## src/rtl/uart_pkg.sv

```systemverilog
`default_nettype none
// ============================================================================
// Module   : uart_pkg
// Brief    : Shared UART types, parity-mode constants and parity helper.
// Revision : 1.0 - initial release
// ============================================================================
package uart_pkg;

    typedef enum logic [2:0] {
        IDLE   = 3'd0,
        START  = 3'd1,
        DATA   = 3'd2,
        PARITY = 3'd3,
        STOP   = 3'd4
    } rx_state_t;

    localparam int PARITY_NONE = 0;
    localparam int PARITY_EVEN = 1;
    localparam int PARITY_ODD  = 2;

    // Widest word any UART in this family carries; narrower words are zero-extended.
    localparam int c_MAX_DATA_BITS = 9;

    // Returns the parity bit a transmitter would send for this word and mode.
    function automatic logic parity_calc(
        input logic [c_MAX_DATA_BITS-1:0] word,
        input int                         mode
    );
        logic w_xor;
        w_xor = ^word;
        if (mode == PARITY_EVEN) begin
            return w_xor;
        end else if (mode == PARITY_ODD) begin
            return ~w_xor;
        end else begin
            return 1'b0;
        end
    endfunction

endpackage : uart_pkg
`default_nettype wire

```

## src/rtl/uart_rx_sync.sv

```systemverilog
`default_nettype none
// ============================================================================
// Module   : uart_rx_sync
// Brief    : Two-flop synchroniser for an idle-high serial line.
// Revision : 1.0 - initial release
// ============================================================================
module uart_rx_sync (
    input  logic clk,
    input  logic rst,
    input  logic i_rx_async,
    output logic o_rx_sync
);

    logic r_meta_q;
    logic r_sync_q;
    logic w_meta_d;
    logic w_sync_d;

    always_comb begin
        w_meta_d = i_rx_async;
        w_sync_d = r_meta_q;
    end

    // Reset to the idle level so no false start is seen coming out of reset.
    always_ff @(posedge clk) begin
        if (rst) begin
            r_meta_q <= 1'b1;
            r_sync_q <= 1'b1;
        end else begin
            r_meta_q <= w_meta_d;
            r_sync_q <= w_sync_d;
        end
    end

    assign o_rx_sync = r_sync_q;

endmodule : uart_rx_sync
`default_nettype wire

```

## src/rtl/uart_rx_param.sv

```systemverilog
`default_nettype none
// ============================================================================
// Module   : uart_rx_param
// Brief    : Parametrised UART receiver with parity, 1/2 stop bits and error flags.
//            Define UART_RX_SYNC_EN to insert a 2-flop synchroniser on Rx.
// Revision : 1.0 - initial release
// ============================================================================
module uart_rx_param
    import uart_pkg::*;
#(
    parameter int DATA_BITS   = 8,
    parameter int OVERSAMPLE  = 16,
    parameter int PARITY_MODE = 0,
    parameter int STOP_BITS   = 1
) (
    input  logic                 Clock,
    input  logic                 Reset,
    input  logic                 Rx,
    input  logic                 Tick,
    output logic [DATA_BITS-1:0] RxData,
    output logic                 RxValid,
    input  logic                 RxAccept,
    output logic                 FrameErr,
    output logic                 ParityErr,
    output logic                 Overrun,
    output logic                 Busy
);

    localparam int c_TICK_W = $clog2(OVERSAMPLE);
    localparam int c_BIT_W  = $clog2(DATA_BITS + 1);

    localparam logic [c_TICK_W-1:0] c_TICK_MID  = c_TICK_W'(OVERSAMPLE / 2 - 1);
    localparam logic [c_TICK_W-1:0] c_TICK_LAST = c_TICK_W'(OVERSAMPLE - 1);
    localparam logic [c_BIT_W-1:0]  c_DATA_LAST = c_BIT_W'(DATA_BITS - 1);
    localparam logic [c_BIT_W-1:0]  c_STOP_LAST = c_BIT_W'(STOP_BITS - 1);

    logic w_rx;

`ifdef UART_RX_SYNC_EN
    uart_rx_sync u_rx_sync (
        .clk        (Clock),
        .rst        (Reset),
        .i_rx_async (Rx),
        .o_rx_sync  (w_rx)
    );
`else
    assign w_rx = Rx;
`endif

    rx_state_t             r_state_q,     w_state_d;
    logic [c_TICK_W-1:0]   r_tick_cnt_q,  w_tick_cnt_d;
    logic [c_BIT_W-1:0]    r_bit_cnt_q,   w_bit_cnt_d;
    logic [DATA_BITS-1:0]  r_shift_q,     w_shift_d;
    logic                  r_frame_err_q, w_frame_err_d;
    logic                  r_par_err_q,   w_par_err_d;
    logic                  w_done;

    logic [DATA_BITS-1:0]  r_rx_data_q,   w_rx_data_d;
    logic                  r_rx_valid_q,  w_rx_valid_d;
    logic                  r_ferr_out_q,  w_ferr_out_d;
    logic                  r_perr_out_q,  w_perr_out_d;
    logic                  r_overrun_q,   w_overrun_d;

    // Frame sequencing: every advance is gated by Tick.
    always_comb begin
        w_state_d     = r_state_q;
        w_tick_cnt_d  = r_tick_cnt_q;
        w_bit_cnt_d   = r_bit_cnt_q;
        w_shift_d     = r_shift_q;
        w_frame_err_d = r_frame_err_q;
        w_par_err_d   = r_par_err_q;
        w_done        = 1'b0;

        if (Tick) begin
            case (r_state_q)
                IDLE: begin
                    if (!w_rx) begin
                        w_state_d     = START;
                        w_tick_cnt_d  = '0;
                        w_frame_err_d = 1'b0;
                        w_par_err_d   = 1'b0;
                    end
                end
                START: begin
                    if (r_tick_cnt_q == c_TICK_MID) begin
                        w_tick_cnt_d = '0;
                        w_bit_cnt_d  = '0;
                        w_state_d    = w_rx ? IDLE : DATA;
                    end else begin
                        w_tick_cnt_d = r_tick_cnt_q + c_TICK_W'(1);
                    end
                end
                DATA: begin
                    if (r_tick_cnt_q == c_TICK_LAST) begin
                        w_shift_d    = {w_rx, r_shift_q[DATA_BITS-1:1]};
                        w_tick_cnt_d = '0;
                        w_bit_cnt_d  = r_bit_cnt_q + c_BIT_W'(1);
                        if (r_bit_cnt_q == c_DATA_LAST) begin
                            w_bit_cnt_d = '0;
                            w_state_d   = (PARITY_MODE != PARITY_NONE) ? PARITY : STOP;
                        end
                    end else begin
                        w_tick_cnt_d = r_tick_cnt_q + c_TICK_W'(1);
                    end
                end
                PARITY: begin
                    if (r_tick_cnt_q == c_TICK_LAST) begin
                        w_par_err_d  = w_rx ^ parity_calc(c_MAX_DATA_BITS'(r_shift_q), PARITY_MODE);
                        w_tick_cnt_d = '0;
                        w_state_d    = STOP;
                    end else begin
                        w_tick_cnt_d = r_tick_cnt_q + c_TICK_W'(1);
                    end
                end
                STOP: begin
                    if (r_tick_cnt_q == c_TICK_LAST) begin
                        w_tick_cnt_d = '0;
                        w_bit_cnt_d  = r_bit_cnt_q + c_BIT_W'(1);
                        if (!w_rx) begin
                            w_frame_err_d = 1'b1;
                        end
                        // Returning to IDLE right here lets the next start edge be seen half a bit early.
                        if (r_bit_cnt_q == c_STOP_LAST) begin
                            w_bit_cnt_d = '0;
                            w_state_d   = IDLE;
                            w_done      = 1'b1;
                        end
                    end else begin
                        w_tick_cnt_d = r_tick_cnt_q + c_TICK_W'(1);
                    end
                end
                default: begin
                    w_state_d    = IDLE;
                    w_tick_cnt_d = '0;
                    w_bit_cnt_d  = '0;
                end
            endcase
        end
    end

    // Output handshake runs every clock; a completion overrides a same-cycle accept.
    always_comb begin
        w_rx_data_d  = r_rx_data_q;
        w_rx_valid_d = r_rx_valid_q;
        w_ferr_out_d = r_ferr_out_q;
        w_perr_out_d = r_perr_out_q;
        w_overrun_d  = r_overrun_q;

        if (r_rx_valid_q && RxAccept) begin
            w_rx_valid_d = 1'b0;
        end

        if (w_done) begin
            w_rx_data_d  = r_shift_q;
            w_rx_valid_d = 1'b1;
            w_ferr_out_d = w_frame_err_d;
            w_perr_out_d = w_par_err_d;
            w_overrun_d  = r_rx_valid_q && !RxAccept;
        end
    end

    always_ff @(posedge Clock) begin
        if (Reset) begin
            r_state_q     <= IDLE;
            r_tick_cnt_q  <= '0;
            r_bit_cnt_q   <= '0;
            r_shift_q     <= '0;
            r_frame_err_q <= 1'b0;
            r_par_err_q   <= 1'b0;
            r_rx_data_q   <= '0;
            r_rx_valid_q  <= 1'b0;
            r_ferr_out_q  <= 1'b0;
            r_perr_out_q  <= 1'b0;
            r_overrun_q   <= 1'b0;
        end else begin
            r_state_q     <= w_state_d;
            r_tick_cnt_q  <= w_tick_cnt_d;
            r_bit_cnt_q   <= w_bit_cnt_d;
            r_shift_q     <= w_shift_d;
            r_frame_err_q <= w_frame_err_d;
            r_par_err_q   <= w_par_err_d;
            r_rx_data_q   <= w_rx_data_d;
            r_rx_valid_q  <= w_rx_valid_d;
            r_ferr_out_q  <= w_ferr_out_d;
            r_perr_out_q  <= w_perr_out_d;
            r_overrun_q   <= w_overrun_d;
        end
    end

    assign RxData    = r_rx_data_q;
    assign RxValid   = r_rx_valid_q;
    assign FrameErr  = r_ferr_out_q;
    assign ParityErr = r_perr_out_q;
    assign Overrun   = r_overrun_q;
    assign Busy      = (r_state_q != IDLE);

endmodule : uart_rx_param
`default_nettype wire

```

## config.mk

```make
export PLATFORM = sky130hd
export DESIGN_NAME = uart_rx_param
export DESIGN_NICKNAME = d
export VERILOG_FILES = /design/src/rtl/uart_pkg.sv /design/src/rtl/uart_rx_sync.sv /design/src/rtl/uart_rx_param.sv
export SDC_FILE = /design/constraint.sdc
export NUM_CORES = 1
export LEC_CHECK = 0
export CAP_MARGIN = 5
export CORE_ASPECT_RATIO = 1.5
export CORE_UTILIZATION = 59
export CTS_CLUSTER_DIAMETER = 100
export CTS_CLUSTER_SIZE = 14
export DETAILED_ROUTE_END_ITERATION = 8
export PLACE_DENSITY_LB_ADDON = 0.08
export SYNTH_ARGS = -nofsm -noshare
export SYNTH_HDL_FRONTEND = slang
export SYNTH_SLANG_ARGS = --single-unit
```

## constraint.sdc

```tcl
create_clock -name Clock -period 5.7 [get_ports Clock]
set_clock_uncertainty 0.1 [all_clocks]
set_input_delay 1.425 -clock Clock [delete_from_list [all_inputs] [get_ports Clock]]
set_output_delay 1.425 -clock Clock [all_outputs]
set_load 0.02 [all_outputs]
```

==> key figures <==
Pwr
  – Clock power frac: 33.6%
  – Combinational group share of total power: 6.7%
  – Sequential share of power: 59.7%
  – Leakage: 0.676 nW
  – VDD IR-drop max: 0.169 mV
  – Switch share: 23.9%
  – Pwr Density: 221 nW/um^2
  – P_int: 0.299 mW
  – P_sw: 0.0938 mW

Setup path
  – CP startpoint kind: input port
  – Setup CP Type: input port to flip-flop
  – Req. time, crit path: 5.85 ns
  – Crit Path Max Fanout: 14
  – CP Data Arrival Time: 3.74 ns
  – Crit end category: flip-flop

STA
  – Hold_ws: 0.381 ns
  – Worst slew pin tran: 1.15 ns
  – Setup_tns: 0 ns
  – Max Slew Vio Count: 0
  – Final hold violation count: 0
  – RSZ-0062 raised after global routing: no
  – Tcrit/Tclk final: 62.9%
  – Tmin final: 3.59 ns
  – Worst rel slew slack: 23.4%
  – Final setup fails: 0
  – Setup ws final: 2.11 ns
  – Fmax: 0.279 GHz

Logic synthesis
  – Async SR Flop Fraction: 0%
  – Synth top area share: 42.3%
  – Synth area leaders: dfxtp_1, mux2i_1, nor2_1
  – Avg Inst Size Synth: 9.14 um^2
  – Cell taking the most area after synthesis: dfxtp_1
  – Syn Std Cell Area: 1560 um^2
  – Synth Flop Type: dfxtp_1
  – Post-synth cell types: 47
  – FF+latch count, synth: 33
  – Syn Nets: 179
  – Syn Inst Count: 171
  – Seq/Total Area, Yosys: 42.3%
  – Synthesis Warnings: 0
  – EDFF count, synth: 0

Clocking
  – Count of hold-fix buffers inserted at cts: 0
  – CTS tree: yes
  – Post-CTS Setup Bufs: 0
  – Clock transition at path regs: 0.10 ns
  – Clock buffer depth: 2
  – Root buf cell: clkbuf_4
  – Clock Sinks: 33
  – Total CTS buffers: 5
  – Clk_lat worst skew: 0.33 ns
  – H-tree levels: 2
  – CTS-repair resized insts: 0

Global route
  – First-pass GRT wire length: 5.20 mm
  – GR Util met1: 27.2%
  – GR Layer Usage met2: 41.7%
  – Largest net degree at the start of global routing: 34
  – Total grt overflow: 0
  – Vias in the first global route: 1194
  – Gr busiest metal: met2
  – Initial antenna violation count: 0
  – Grt met3 use: 6.13%
  – Overall Global Routing Usage: 24.2%

Layout
  – Area of the multi-input gates: 843 um^2
  – Share of cells above drive strength 1: 8.02%
  – Ant diodes: 0
  – Area delta synth->final: 13.8%
  – FF+latch area: 661 um^2
  – Fin nets: 195
  – Post-layout util: 71.8%
  – Layout fillers: 189

Floorplan
  – Site Rows: 22
  – Die Y: 65.0 um
  – Core ar.: 2480 um^2
  – DIE WIDTH: 44.0 um
  – I/O Pins: 18
  – Die area: 2860 um^2
  – Initial Util: 63.1%

Drt
  – Post-route ant nets: 0
  – Post-DR vias/cell: 6.05
  – Residual DRC count: 0
  – Final WL: 3.07 mm
  – 1st-iter DRT viols: 36
  – Total number of vias: 1276
  – WL/cell: 14.6 um
  – Drt first pass iters: 5

Placed design
  – Port Buffers: 17
  – Gpl congestion: 0.894
  – HPWL Detailed: 2.27 mm
  – Worst slack at placement: 1.75 ns

Flow run
  – Max-cap violations: 0

Hold path
  – Worst Hold Class: flip-flop to flip-flop

Outcome
  – Status: complete, no violations
cell usage in the layout, fill, tap and decap left out, types with 3 or more instances in the layout:
master,n
a21oi_1,12
clkbuf_4,5
clkdlybuf4s50_1,17
dfxtp_1,33
ha_1,3
inv_1,4
mux2i_1,17
nand2_1,10
nand3_1,8
nor2_1,23
nor2b_1,4
o211ai_1,3
o21ai_0,4
o21ai_1,3
xnor2_1,3
worst max-delay path, cell delays in order:
cell and delay (ns):
clkdlybuf4s50_1 0.57, nand4_1 0.26, nor3_2 0.21, nand4_1 0.64, a211o_1 0.51, a21oi_1 0.11
final cells by class:
cell class	instances	share of cell area [%]
Clock buffer	7	3.10
Inverter	5	1.06
Multi-Input combinational cell	125	47.4
Sequential cell	33	37.2
Tap cell	24	1.69
Timing Repair Buffer	17	9.57
sequential cells by signal, summed over array words and instances, names as in the netlist, 3 cells and up:
| register | cells |
|---|---|
| r_shift_q | 8 |
| RxData | 8 |
| r_tick_cnt_q | 4 |
| r_state_q | 3 |
| r_bit_cnt_q | 4 |
cell families (layout without fill, tap and decap cells):
group | after synthesis | after routing | synth area share, %
AOI/OAI and AO/OA | 34 | 34 | 15.1
xor gates and xnor gates | 4 | 4 | 2.24
adders and majority gates | 3 | 3 | 2.40
buffers and inverters | 13 | 29 | 3.76
DFF | 33 | 33 | 42.3
muxes | 17 | 17 | 10.9
and+or+nand+nor | 67 | 67 | 23.4
per-stage QoR:
stage / area (um^2) / cells / total power, mW
finish: 1780 / 211 / 0.393
global route: 1780 / 211 / 0.409
CTS: 1780 / 211 / 0.395
detailed placement: 1720 / 204 / 0.266
global placement: 1720 / 204 / 0.265
floorplan: 1560 / 171 / 0.258
synthesized netlist by cell type (2+ instances only):
cell and instances:
a21oi_1 12, buf_2 2, buf_4 2, clkbuf_1 3, dfxtp_1 33, ha_1 3
inv_1 4, mux2i_1 17, nand2_1 10, nand2b_1 2, nand3_1 8, nand4_1 2
nor2_1 23, nor2b_1 4, nor3_2 2, o211ai_1 3, o21ai_0 4, o21ai_1 3
or3_1 2, or4_1 2, or4b_1 2, xnor2_1 3
layer usage:
layer,part of all wire (%),vias to the layer above,wire [um]
met3,3.3,8,101
li1,-,637,-
met5,0,-,0
met4,2.4,0,74
met2,53,25,1640
met1,41,606,1260
final timing paths:
kind,from,to,slack (ns),cells after the start
worst max-delay path,Tick,ParityErr,2.11,6
worst min-delay path,Overrun,Overrun,0.38,2
worst max register to register,r_tick_cnt_q[0],ParityErr,3.12,6
worst min register to register,Overrun,Overrun,0.38,2
power by group through the flow:
stage	sequential [mW]	combinational (mW)	clock, mW
finish	0.235	0.0262	0.132
detailed placement	0.240	0.0261	0
global route	0.235	0.0293	0.144
floorplan	0.238	0.0202	0
CTS	0.235	0.0262	0.134
global placement	0.240	0.0252	0
(Power assumes the default switching activity.)
